## src/rtl/onehot_to_binary_stream.sv

```systemverilog
// Two-stage valid/ready one-hot to binary decoder that flags all-zero and multi-hot words.
// Define ONEHOT_TO_BINARY_STREAM_ERR_CNT_EN to build the saturating malformed-word counter.
module onehot_to_binary_stream #(
  parameter int ONE_HOT_W = 16,
  parameter int BIN_W     = $clog2(ONE_HOT_W)
) (
  input  logic                 clk_i,
  input  logic                 rst_i,
  input  logic                 valid_i,
  output logic                 ready_o,
  input  logic [ONE_HOT_W-1:0] one_hot_i,
  output logic                 valid_o,
  input  logic                 ready_i,
  output logic [BIN_W-1:0]     bin_o,
  output logic                 err_zero_o,
  output logic                 err_multi_o,
  output logic [15:0]          err_cnt_o
);

  localparam int CNT_W = $clog2(ONE_HOT_W + 1);

  logic                 s1_valid;
  logic [ONE_HOT_W-1:0] s1_word;
  logic                 s1_zero;
  logic                 s1_multi;

  logic                 s2_valid;
  logic [BIN_W-1:0]     s2_bin;
  logic                 s2_zero;
  logic                 s2_multi;

  logic                 s2_load;
  logic                 out_fire;
  logic [CNT_W-1:0]     pop_cnt;
  logic [BIN_W-1:0]     enc_bin;

  assign out_fire = s2_valid && ready_i;
  assign s2_load  = !s2_valid || ready_i;
  assign ready_o  = !s1_valid || s2_load;

  always_comb begin
    pop_cnt = '0;
    for (int i = 0; i < ONE_HOT_W; i++) begin
      pop_cnt = pop_cnt + CNT_W'(one_hot_i[i]);
    end
  end

  // Scan from the top down so the lowest set bit wins; a zero word encodes to 0.
  always_comb begin
    enc_bin = '0;
    for (int i = ONE_HOT_W - 1; i >= 0; i--) begin
      if (s1_word[i]) begin
        enc_bin = BIN_W'(i);
      end
    end
  end

  always_ff @(posedge clk_i) begin
    if (rst_i) begin
      s1_valid <= 1'b0;
      s1_word  <= '0;
      s1_zero  <= 1'b0;
      s1_multi <= 1'b0;
    end else if (ready_o) begin
      s1_valid <= valid_i;
      if (valid_i) begin
        s1_word  <= one_hot_i;
        s1_zero  <= (pop_cnt == '0);
        s1_multi <= (pop_cnt >= CNT_W'(2));
      end
    end
  end

  always_ff @(posedge clk_i) begin
    if (rst_i) begin
      s2_valid <= 1'b0;
      s2_bin   <= '0;
      s2_zero  <= 1'b0;
      s2_multi <= 1'b0;
    end else if (s2_load) begin
      s2_valid <= s1_valid;
      if (s1_valid) begin
        s2_bin   <= enc_bin;
        s2_zero  <= s1_zero;
        s2_multi <= s1_multi;
      end
    end
  end

  assign valid_o     = s2_valid;
  assign bin_o       = s2_bin;
  assign err_zero_o  = s2_zero;
  assign err_multi_o = s2_multi;

`ifdef ONEHOT_TO_BINARY_STREAM_ERR_CNT_EN
  logic [15:0] err_cnt;

  // Counts errored words as they leave, holding at all-ones instead of wrapping.
  always_ff @(posedge clk_i) begin
    if (rst_i) begin
      err_cnt <= '0;
    end else if (out_fire && (s2_zero || s2_multi) && (err_cnt != 16'hFFFF)) begin
      err_cnt <= err_cnt + 16'd1;
    end
  end

  assign err_cnt_o = err_cnt;
`else
  logic unused_fire;
  assign unused_fire = out_fire;
  assign err_cnt_o   = 16'h0000;
`endif

endmodule

```

## config.mk

```make
export PLATFORM = sky130hd
export DESIGN_NAME = onehot_to_binary_stream
export DESIGN_NICKNAME = d
export VERILOG_FILES = /design/src/rtl/onehot_to_binary_stream.sv
export SDC_FILE = /design/constraint.sdc
export NUM_CORES = 1
export LEC_CHECK = 0
export BUFFER_PORTS_ARGS = -buffer_cell sky130_fd_sc_hd__buf_2
export CAP_MARGIN = 20
export CORE_MARGIN = 2
export CORE_UTILIZATION = 52
export CTS_CLUSTER_DIAMETER = 100
export DETAILED_ROUTE_END_ITERATION = 7
export PLACE_DENSITY = 0.79
export SYNTH_ARGS = -nofsm -noshare
export SYNTH_HDL_FRONTEND = slang
export SYNTH_SLANG_ARGS = --single-unit
export TNS_END_PERCENT = 30
```

## constraint.sdc

```tcl
create_clock -name clk_i -period 5.3 [get_ports clk_i]
set_clock_uncertainty 0.2 [all_clocks]
set_input_delay 0.265 -clock clk_i [delete_from_list [all_inputs] [get_ports clk_i]]
set_output_delay 0.265 -clock clk_i [all_outputs]
set_load 0.05 [all_outputs]
```

Yosys cells after proc, flatten, opt, wreduce, memory -nomap -nowiden
Index checks and enable logic that the tools add are counted.
{ "classes": {"reduce_logical": 7, "n_addsub": 15, "mux": 16, "magnitude_cmp": 1} }
{ "op_table": {"columns": ["op", "n"], "rows": [
  ["$mux W4", 16],
  ["$add A5 B1 Y5", 11],
  ["$add A4 B1 Y5", 1],
  ["$ge A5 B2 Y1 const B", 1],
  ["$logic_not A5 Y1", 1],
  ["$add A3 B1 Y4", 1],
  ["$reduce_and A2 Y1", 2],
  ["$add A2 B1 Y3", 1],
  ["$add A1 B1 Y2", 1],
  ["$logic_not A1 Y1", 2],
  ["$logic_or A1 B1 Y1", 2]
]} }
{ "word_totals": {"word_cells": 47, "output_inout_bits": 24, "ff_bits": 26} }

Longest topological paths before layout
{ "depth": {"word_depth": 16, "depth_mapped": 15, "mapped_depth_nobuf": 15} }

Least setup slack after synthesis
OpenSTA, ideal clock, no wires.
{ "synth_timing": {"kind": "input port to flip-flop", "from": "input port one_hot_i[5]", "to": "register s1_zero", "cell_stages": 15, "arrival_time_ns": 3.492, "setup_slack_ns": 1.547, "n_path_buf": 0, "path_cell_list": "inv_1 fa_1 inv_1 fa_1 fa_1 inv_1 fa_1 inv_1 ha_1 inv_1 fa_1 nor2_1 a31oi_1 nor4_1 a32o_1"} }
{ "synth_between": {"elab_chain_cells": 12} }
{ "synth_rtl": {"columns": ["item", "line_no", "rtl"], "rows": [
  ["start: declaration", "11", "input logic [ONE_HOT_W-1:0] one_hot_i,"],
  ["$add A5 B1 Y5 (11 in series)", "44", "pop_cnt = pop_cnt + CNT_W'(one_hot_i[i]);"],
  ["$logic_not A5 Y1", "68", "s1_zero <= (pop_cnt == '0);"],
  ["end signal: assignment", "68", null],
  ["end: declaration", "24", "logic s1_zero;"]
]} }
Every way passes these cells.
A chain may end at the register's enable or synchronous reset.

Final worst setup path
Ends and elaborated chain as after synthesis.

==> flow_summary.toml <==
[routing]
ant_nets = 0
vias = 1315
drc = 0
drt_iter0_drc = 21
vias_per_cell = 5.019
wl_mm = 3.072
avgRoutedWirePerCell_um = 11.73
dr.pass1.iters = 4

[timing]
rsz0062_at_grt = "false"
finalSetupViolCount = 0
fmax_ghz = 0.2330
fin_crit_sh_pct = 80.97
fin_setup_tns_ns = 0
relSlewSlack_pct = 50.45
layout_min_cycle_time_ns = 4.291
worst_pin_slew_ns = 0.7432
hold_viol = 0
slew_viol_final = 0

[placement]
io_buffers = 27
hpwl_mm = 2.308
routabilityCongestion = 0.8797

[grt]
grtUsageTotal_pct = 19.79
grt-ovfl-total = 0
first_global_vias = 1189
grt_max_degree = 26
grt_pass1_wl_mm = 5.257
antenna_found_initial = 0

[die]
die_area_um2 = 3509
die_h_um = 59.24
start_util_pct = 53.28
rows = 20
core_um2 = 2978
ios = 44
die_w_um = 59.24

[setup_path]
crit_family = "adder cells"
crit_path_top_delay_cell = "fa_1"
crit_arrival_ns = 4.36
worstSetupPathType = "in -> reg"
cp-start-kind = "primary input"
crit_chain = "dlygate4sd3_1, buf_2, inv_1, fa_1, inv_1, fa_1, fa_1, inv_1, fa_1, inv_1, ha_1, inv_1, fa_1, nor2_1, a31oi_1, nor4_1, a32o_1"
path_buf_inv = 7
endpoint_kind = "flop"
required_ns = 5.37
slowest_delay_ns = 0.54
crit_fanout = 2

[power_and_ir_drop]
irDropWorstVdd_uv = 173.0
power_frac_seq_pct = 42.1
power.internal_uw = 322.9
total_power_uw = 524.7
power_frac_comb_pct = 42.2
p_sw_uw = 201.8
pwr-share-clk_pct = 15.7
p_leak_nw = 0.8653
p_sw_share_pct = 38.46
cellPowerDensity_nw_per_um2 = 295.5

[clock_tree]
clockBufferDepth = 2
clk_latency_ns = 0.32
cts-resized-gates = 0
cts-root-buf = "clkbuf_4"
clkTransAtPathRegs_ns = 0.13
cts_buffers = 3
htreeDepth = 1
clock_sinks = 26
cts_tree = "built"

[synth]
netlist_instances = 196
yosys_warnings = 0
synth_top_area_share_pct = 32.81
synthDistinctLibCells = 33
synth_area_um2 = 1587
synth_area_per_cell_um2 = 8.095
synth_top_area_cell = "dfxtp_1"
ys_ff_latch = 26
synth_area_leaders = "dfxtp_1 33%, fa_1 13%, buf_4 8.5%"
ys_seq_area_share_pct = 32.81

[layout]
drive_gt1_share_pct = 13.97
multi_input_area_um2 = 847.1
diodes = 0
seq_area_um2 = 520.5
area_growth_pct = 11.91
fill_cells = 281
nets = 266

[status]
status = "finished, final reports clean"

[min_path]
hold_class = "in -> reg"

[flow_run]
cap_violations = 0
-- cells in the mapped netlist, drive strengths merged --
master	number
nand2	35
inv	29
dfxtp	26
a21oi	22
buf	21
nor2	16
fa	10
ha	5
nor4	4
o31ai	4
nand2b	3
mux2i	2
nand3	2
nor2b	2
o21ai	2
a221o	1
a22oi	1
a31oi	1
a32o	1
a32oi	1
and4b	1
clkbuf	1
conb	1
nand3b	1
nor3	1
o221ai	1
o41ai	1
or4	1
-- tightest hold or removal path, cell delays in order --
cell     delay, ns
buf_2         0.12
nand2_1       0.06
a21oi_1       0.05
-- power by group through the flow --
stage	clock [mW]	combinational [mW]	sequential (mW)
2_1_floorplan	0	0.172	0.233
3_3_place_gp	0	0.214	0.225
3_5_place_dp	0	0.215	0.225
4_1_cts	0.0833	0.221	0.221
5_1_grt	0.0923	0.251	0.223
6_report	0.0824	0.221	0.221
-- layout make-up --
cell class / count / share of cell area, %
flip-flops and latches: 26 / 29.32
multi-input cells: 134 / 47.71
inverters: 29 / 6.131
well taps: 33 / 2.326
repair buffers: 37 / 13.25
clock buffers: 3 / 1.269
-- layer usage --
| layer | routed length [um] | global-route usage, % | part of all wire [%] | vias to the layer above |
|---|---|---|---|---|
| li1 | - | - | - | 668 |
| met1 | 1384 | 27.51 | 45 | 602 |
| met2 | 1497 | 30.61 | 49 | 37 |
| met3 | 123 | 2.183 | 4.0 | 8 |
| met4 | 68 | 9.416 | 2.2 | 0 |
| met5 | 0 | 0 | 0 | - |
-- flip-flops by register name, summed over array words and instances, names as in the netlist --
name,flops
bin_o,4
err_multi_o,1
err_zero_o,1
s1_multi,1
s1_valid,1
s1_word,16
s1_zero,1
valid_o,1
-- stage by stage --
stage | hold WS [ns] | area (um^2) | cells | util (%) | setup WS (ns)
2_1_floorplan | 0.1974 | 1643 | 211 | - | 1.547
3_3_place_gp | 0.2596 | 1653 | 249 | 55.50 | 1.321
3_5_place_dp | 0.2653 | 1653 | 249 | 55.50 | 1.259
4_1_cts | 0.004561 | 1755 | 260 | 58.95 | 1.058
5_1_grt | 0.009643 | 1775 | 262 | 59.62 | 0.8307
6_report | 0.007307 | 1775 | 262 | 59.62 | 1.009
-- layout by cell type, fill, tap and decap left out --
master	instances
o21ai_0	1
and4b_1	1
o31ai_1	4
nor2b_1	1
mux2i_1	2
nor2b_2	1
nand2_1	35
a221o_1	1
o41ai_1	1
buf_2	27
nand2b_1	3
inv_1	29
o221ai_1	1
a21oi_2	1
ha_1	5
a32oi_1	1
a31oi_1	1
nor4_1	4
nand3_1	2
a22oi_1	1
a32o_1	1
o21ai_1	1
nand3b_1	1
dlygate4sd3_1	10
conb_1	16
clkbuf_4	3
a21oi_1	21
dfxtp_1	26
or4_1	1
nor3_1	1
nor2_1	16
fa_1	10
-- final timing paths --
path	start	to	slack [ns]	depth (start not counted)
setup / recovery	one_hot_i[5]	s1_zero	1.01	17
hold reg to reg	bin_o[1]	bin_o[1]	0.28	2
hold / removal	one_hot_i[13]	s1_word[13]	0.007	3
setup reg to reg	s1_valid	s1_zero	3.49	4
-- repair_timing --
item,CTS,global route
hold buffers,8,2
buffers inserted,0,0
endpoints found under the hold margin,8,2
-- cell families after synthesis --
| group | synth area share, % |
|---|---|
| simple gates | 18.30 |
| other cells | 0.2364 |
| buf+inv | 17.35 |
| mux | 1.262 |
| flops | 32.81 |
| compound gates | 13.49 |
| fa+ha+maj | 16.56 |
Note: power is estimated with default switching activity, not from simulation.
